[config.mk]
export PLATFORM = sky130hd
export DESIGN_NAME = lift_req_ctrl
export DESIGN_NICKNAME = d
export VERILOG_FILES = /design/src/rtl/lift_req_ctrl.sv
export SDC_FILE = /design/constraint.sdc
export NUM_CORES = 1
export LEC_CHECK = 0
export ABC_AREA = 1
export BUFFER_PORTS_ARGS = -buffer_cell sky130_fd_sc_hd__buf_4
export CORE_MARGIN = 2
export CORE_UTILIZATION = 40
export DETAILED_ROUTE_END_ITERATION = 16
export GPL_TIMING_DRIVEN = 0
export HOLD_SLACK_MARGIN = 0.1
export SLEW_MARGIN = 10
export SYNTH_ARGS = -nofsm -noshare
export SYNTH_HDL_FRONTEND = slang
export SYNTH_SLANG_ARGS = --single-unit
[constraint.sdc]
create_clock -name clk -period 1.4 [get_ports clk]
set_input_delay 0 -clock clk [delete_from_list [all_inputs] [get_ports clk]]
set_output_delay 0 -clock clk [all_outputs]
set_load 0.02 [all_outputs]
[src/rtl/lift_req_ctrl.sv]
`default_nettype none
// ============================================================================
// Module      : lift_req_ctrl
// Description : Call-button synchroniser/debouncer, pending-request latches
//               and slowref prescaler feeding the lift state machine.
// Revision    : 1.0 - initial release
// ============================================================================
module lift_req_ctrl #(
    parameter int SLOW_DIV = 50,
    parameter int DB_LEN   = 4
) (
    input  logic clk,
    input  logic reset,
    input  logic btn_up0,
    input  logic btn_up1,
    input  logic btn_dn1,
    input  logic btn_dn2,
    input  logic btn_fl0,
    input  logic btn_fl1,
    input  logic btn_fl2,
    input  logic clrup0,
    input  logic clrup1,
    input  logic clrdn1,
    input  logic clrdn2,
    input  logic clr_flreq0,
    input  logic clr_flreq1,
    input  logic clr_flreq2,
    input  logic cancel_all,
    output logic upreq0,
    output logic upreq1,
    output logic dnreq1,
    output logic dnreq2,
    output logic flreq0,
    output logic flreq1,
    output logic flreq2,
    output logic slowref,
    output logic any_req
);

    localparam int c_NCH   = 7;
    localparam int c_CNT_W = $clog2(DB_LEN + 1);
    localparam int c_PC_W  = (SLOW_DIV > 1) ? $clog2(SLOW_DIV) : 1;

    localparam logic [c_CNT_W-1:0] c_DB_MAX  = c_CNT_W'(DB_LEN);
    localparam logic [c_CNT_W-1:0] c_DB_LAST = c_CNT_W'(DB_LEN - 1);
    localparam logic [c_PC_W-1:0]  c_PC_LAST = c_PC_W'(SLOW_DIV - 1);

    logic [c_NCH-1:0]  w_btn;
    logic [c_NCH-1:0]  w_clr;
    logic [c_NCH-1:0]  w_press;
    logic [c_NCH-1:0]  r_sync1;
    logic [c_NCH-1:0]  r_sync2;
    logic [c_NCH-1:0]  r_pend;
    logic [c_PC_W-1:0] r_pc;
    logic              r_slowref;

    // Channel order: up0, up1, dn1, dn2, fl0, fl1, fl2
    assign w_btn = {btn_fl2, btn_fl1, btn_fl0, btn_dn2, btn_dn1, btn_up1, btn_up0};
    assign w_clr = {clr_flreq2, clr_flreq1, clr_flreq0, clrdn2, clrdn1, clrup1, clrup0};

    always_ff @(posedge clk) begin
        if (reset) begin
            r_sync1 <= '0;
            r_sync2 <= '0;
        end else begin
            r_sync1 <= w_btn;
            r_sync2 <= r_sync1;
        end
    end

    generate
        for (genvar g = 0; g < c_NCH; g++) begin : g_ch
            logic [c_CNT_W-1:0] r_cnt;

            always_ff @(posedge clk) begin
                if (reset || !r_sync2[g]) begin
                    r_cnt <= '0;
                end else if (r_cnt != c_DB_MAX) begin
                    r_cnt <= r_cnt + c_CNT_W'(1);
                end
            end

            // Fires once as the counter crosses into saturation; held
            // presses stay parked at c_DB_MAX until the line drops.
            assign w_press[g] = r_sync2[g] && (r_cnt == c_DB_LAST);
        end
    endgenerate

    // A press outranks any clear in the same cycle so no call is lost.
    always_ff @(posedge clk) begin
        if (reset) begin
            r_pend <= '0;
        end else begin
            r_pend <= w_press | (r_pend & ~(w_clr | {c_NCH{cancel_all}}));
        end
    end

    always_ff @(posedge clk) begin
        if (reset) begin
            r_pc      <= '0;
            r_slowref <= 1'b0;
        end else begin
            r_pc      <= (r_pc == c_PC_LAST) ? '0 : r_pc + c_PC_W'(1);
            r_slowref <= (r_pc == c_PC_LAST);
        end
    end

    assign upreq0  = r_pend[0];
    assign upreq1  = r_pend[1];
    assign dnreq1  = r_pend[2];
    assign dnreq2  = r_pend[3];
    assign flreq0  = r_pend[4];
    assign flreq1  = r_pend[5];
    assign flreq2  = r_pend[6];
    assign slowref = r_slowref;
    assign any_req = |r_pend;

endmodule
`default_nettype wire

== Yosys cells after proc, flatten, opt, wreduce, memory -nomap -nowiden ==
Cells that the tools add are included.

* Register bits after elaboration: 49
* Bits of input ports: 17
* Word-level logic and storage cells: 62

* Add/subtract/negate cells: 8
* Equal/unequal tests: 15
* Bitwise operators: 4
* Reduce and logical (&&, ||, !) cells: 23

{| class="wikitable"
|+ Operators by type and width
! kind !! number
|-
| 3-bit by 1-bit adder with 3-bit output, second input constant || 7
|-
| 3-bit by 2-bit == test with 1-bit output, second input constant || 7
|-
| 3-bit inequality test, second input constant || 7
|-
| 7-bit bitwise OR || 2
|-
| 7-bit bitwise AND || 1
|-
| 1-bit logical AND || 7
|-
| 1-bit logical NOT || 7
|-
| 1-bit logical OR || 7
|-
| 7-bit NOT || 1
|-
| 7-bit OR reduction || 1
|-
| 6-bit by 1-bit adder with 6-bit output, second input constant || 1
|-
| 6-bit == test, second input constant || 1
|-
| 2-bit OR reduction || 1
|}

== Depth between registers and ports, before layout ==
* Word-level depth: 4
* Mapped depth: 6

== Worst setup path after synthesis ==
Ideal clock, no wire load.

* Path kind: register to register
* Start point: register g_ch[5].r_cnt[0]
* End point: register g_ch[5].r_cnt[1]
* Setup time: 116 ps
* Data arrival time: 871 ps
* Slack: 413 ps
* Cell stages (with the launch flop): 7
* Path buffers: 0
* Cell sequence: dfxtp_1 inv_1 ha_1 nand2_1 inv_1 o21ai_1 a21oi_1

* Cells in the longest elaborated chain, start to end: 1
* Elaborated cells between the ends (all ways): 2

{| class="wikitable"
|+ RTL lines
! item !! line !! source
|-
| from (decl) || 73 || <nowiki>logic [c_CNT_W-1:0] r_cnt;</nowiki>
|-
| from (signal assigned) || 79 || <nowiki>r_cnt <= r_cnt + c_CNT_W'(1);</nowiki>
|-
| 3-bit by 1-bit adder with 3-bit output or 3-bit inequality test (tied branches) || 79, 78 ||
|}

Parallel ways exist; a longest one is shown, timed or not.
A chain may end at the register's enable or synchronous reset.

== Final worst setup path ==
* Start point: register r_pend[5]
* End point: output port any_req

* Cells in the longest elaborated chain, start to end: 1

{| class="wikitable"
|+ RTL lines
! item !! line !! source
|-
| from (decl) || 53 || <nowiki>logic [c_NCH-1:0] r_pend;</nowiki>
|-
| from (signal assigned) || 94 || <nowiki>r_pend <= w_press | (r_pend & ~(w_clr | {c_NCH{cancel_all}}));</nowiki>
|-
| 7-bit OR reduction || 116 || <nowiki>assign any_req = |r_pend;</nowiki>
|-
| to (decl) || 37 || <nowiki>output logic any_req</nowiki>
|}

No other way between the ends.

==> results.md <==
- Area of the multi-input gates: 852 µm²
- GRT Overall Usage: 0.140
- Core ar.: 4820 µm²
- DR vias: 1540
- Post-synth EDFFs: 0
- Placed cell area: 2300 µm²
- Final Instance Area: 2550 µm²
- Placed cells: 329
- Top FF cell, synth: dfxtp_1
- Run status: finished, final reports clean
- Sequential cell area: 981 µm²
- Router iterations before antenna repair: 4
- Final Max Tran Viols: 0
- HPWL Detailed: 2540 µm
- DRC: 0
- CTS tree: built
- Vias in the first global route: 1416
- Clock sinks: 49
- Yosys top cell area share: 0.484
- Final Util: 0.529
- Syn_area_per_cell: 8.55 µm²
- FF+latch count, synth: 49
- Fillers: 487
- Critical Path AT: 1.12 ns
- Setup Skew: 0.00490 ns
- Max cap viols: 0
- Synth Warn #: 0
- Nets: 324
- Avg Vias per Cell: 4.38
- I/O Buffers: 25
- Final TNS setup: 0 ns
- Total grt overflow: 0
- Die X: 75.2 µm
- Asr flop ratio synth: 0
- GP Congestion: 0.776
- Netlist cell types: 19
- Maximum VDD drop: 602 µV
- Commonest cells post-synth: 49 x dfxtp_1, 47 x inv_1, 42 x nor2_1, 30 x nand2_1, 23 x ha_1
- RSZ-0062 raised after global routing: false
- Fin crit share: 0.803
- DRT iter0 DRCs: 68
- Setup violations, final: 0
- Clock buffer depth: 2
- Final hold vios: 0
- Die ar.: 5650 µm²
- Area growth, synth to finish: 25.8%
- Die H: 75.2 µm
- Worst skew pair latency: 0.29 ns
- Max frequency: 0.890 GHz
- Rel. slew slack: 0.860
- Clock transition at path regs: 0.09 ns
- Pin count of the biggest net entering global routing: 15
- Top-Level Pins: 26
- Req. time, crit path: 1.40 ns
- WHS: 0.116 ns
- Lkg Pwr: 1.20 nW
- Initial Utilization: 0.421
- Post-Syn Instances: 237
- Finished Layout Cells: 352
- Cell area after synthesis: 2030 µm²
- CTS Buf Count: 5
- WL/cell: 9.67 µm
- Mapped Nets: 277
- Row count: 25
- Share of cells above drive strength 1: 0.158
- Antenna violations before repair: 0
- Post-synthesis sequential area ratio: 0.484
- Count leader, synth: dfxtp_1
- Final WL: 3400 µm
- Leading area contributor after synthesis: dfxtp_1
- Largest cells by area after synthesis: dfxtp_1 48%, ha_1 14%, inv_1 8.7%
- CP endpoint kind: primary output
- Routed Antenna Nets: 0
- Crit Path Max Fanout: 3
- ANT cells: 0
- Critical Path Start Type: register
- Global-route wire length before repair: 5870 µm
- Fin crit period: 1.12 ns
- Max H-tree Level: 2
- Tightest Hold Check Type: in -> reg
- Critical path class: reg -> out
- Worst-Margin Slew: 0.207 ns
- PD cells: 975 nW/µm²
- Flop-to-flop setup slack: 0.32 ns
- Root Driver: clkbuf_8
power by group:
group / switching (mW) / internal [mW] / leakage (nW)
registers: 0.0194 / 1.42 / 0.399
logic: 0.0703 / 0.0853 / 0.744
clock network: 0.439 / 0.447 / 0.0542
total: 0.529 / 1.96 / 1.20
timing repair:
item,CTS,global route
hold endpoints to repair,15,0
setup buffers,0,0
resized for setup,0,0
hold buffers,15,0
worst max-delay path, stage by stage (launching register included):
cell     delay (ns)
dfxtp_1        0.33
nor4_1         0.26
nand2_1        0.08
buf_4          0.16
layout make-up:
type / count / share of cell area
clock buffer: 7 / 0.0378
sequential: 49 / 0.385
multi-input combinational: 137 / 0.334
tap: 67 / 0.0329
timing repair buffer: 40 / 0.132
inverter: 49 / 0.0721
clock inverter: 1 / 0.00196
buffer: 2 / 0.00393
logic make-up after synthesis:
logic type               Yosys count  synth area share
AND/OR/NAND/NOR                   79             0.154
XOR/XNOR                           3            0.0130
buffers and inverters             51            0.0957
flip-flops                        49             0.484
adder cells (fa/ha/maj)           23             0.142
AO/OA/AOI/OAI                     32             0.111
metrics by stage:
stage	setup slack (ns)	power, mW
after global placement	0.346	1.60
final	0.276	2.49
after global routing	0.105	2.61
after detailed placement	0.309	1.60
after CTS	0.261	2.53
after floorplan	0.413	1.54
layout by cell type, fill, tap and decap left out, drive strengths merged, types with 2 or more instances in the layout:
cell type / instances
inv: 49
nor2: 42
dlygate4sd3: 15
o21ai: 2
buf: 27
a21oi: 16
dfxtp: 49
ha: 23
xor2: 2
clkbuf: 7
a211oi: 6
nand3: 4
nand2: 31
a22oi: 7
flip-flops by register name, summed over array words and instances (netlist names):
| register | count |
|---|---|
| r_pc | 6 |
| r_sync1 | 7 |
| r_pend | 7 |
| r_sync2 | 7 |
| slowref | 1 |
| g_ch.r_cnt | 21 |
final timing paths:
kind	to	from	cells past startpoint
worst min-delay path	r_pend[5]$_SDFF_PP0_	cancel_all	4
worst max-delay path	any_req	r_pend[5]$_SDFF_PP0_	3
worst max register to register	g_ch[5].r_cnt[1]$_SDFFE_PP0P_	g_ch[5].r_cnt[0]$_SDFFE_PP0P_	6
worst min register to register	r_sync2[2]$_SDFF_PP0_	r_sync1[2]$_SDFF_PP0_	2
layer usage:
metal,routed length [µm],vias to the layer above,global-route usage
li1,-,832,-
met1,1660,679,0.174
met2,1550,27,0.226
met3,165,2,0.0495
met4,22,0,0.0468
met5,0,-,0
Note: power is estimated with default switching activity, not from simulation.
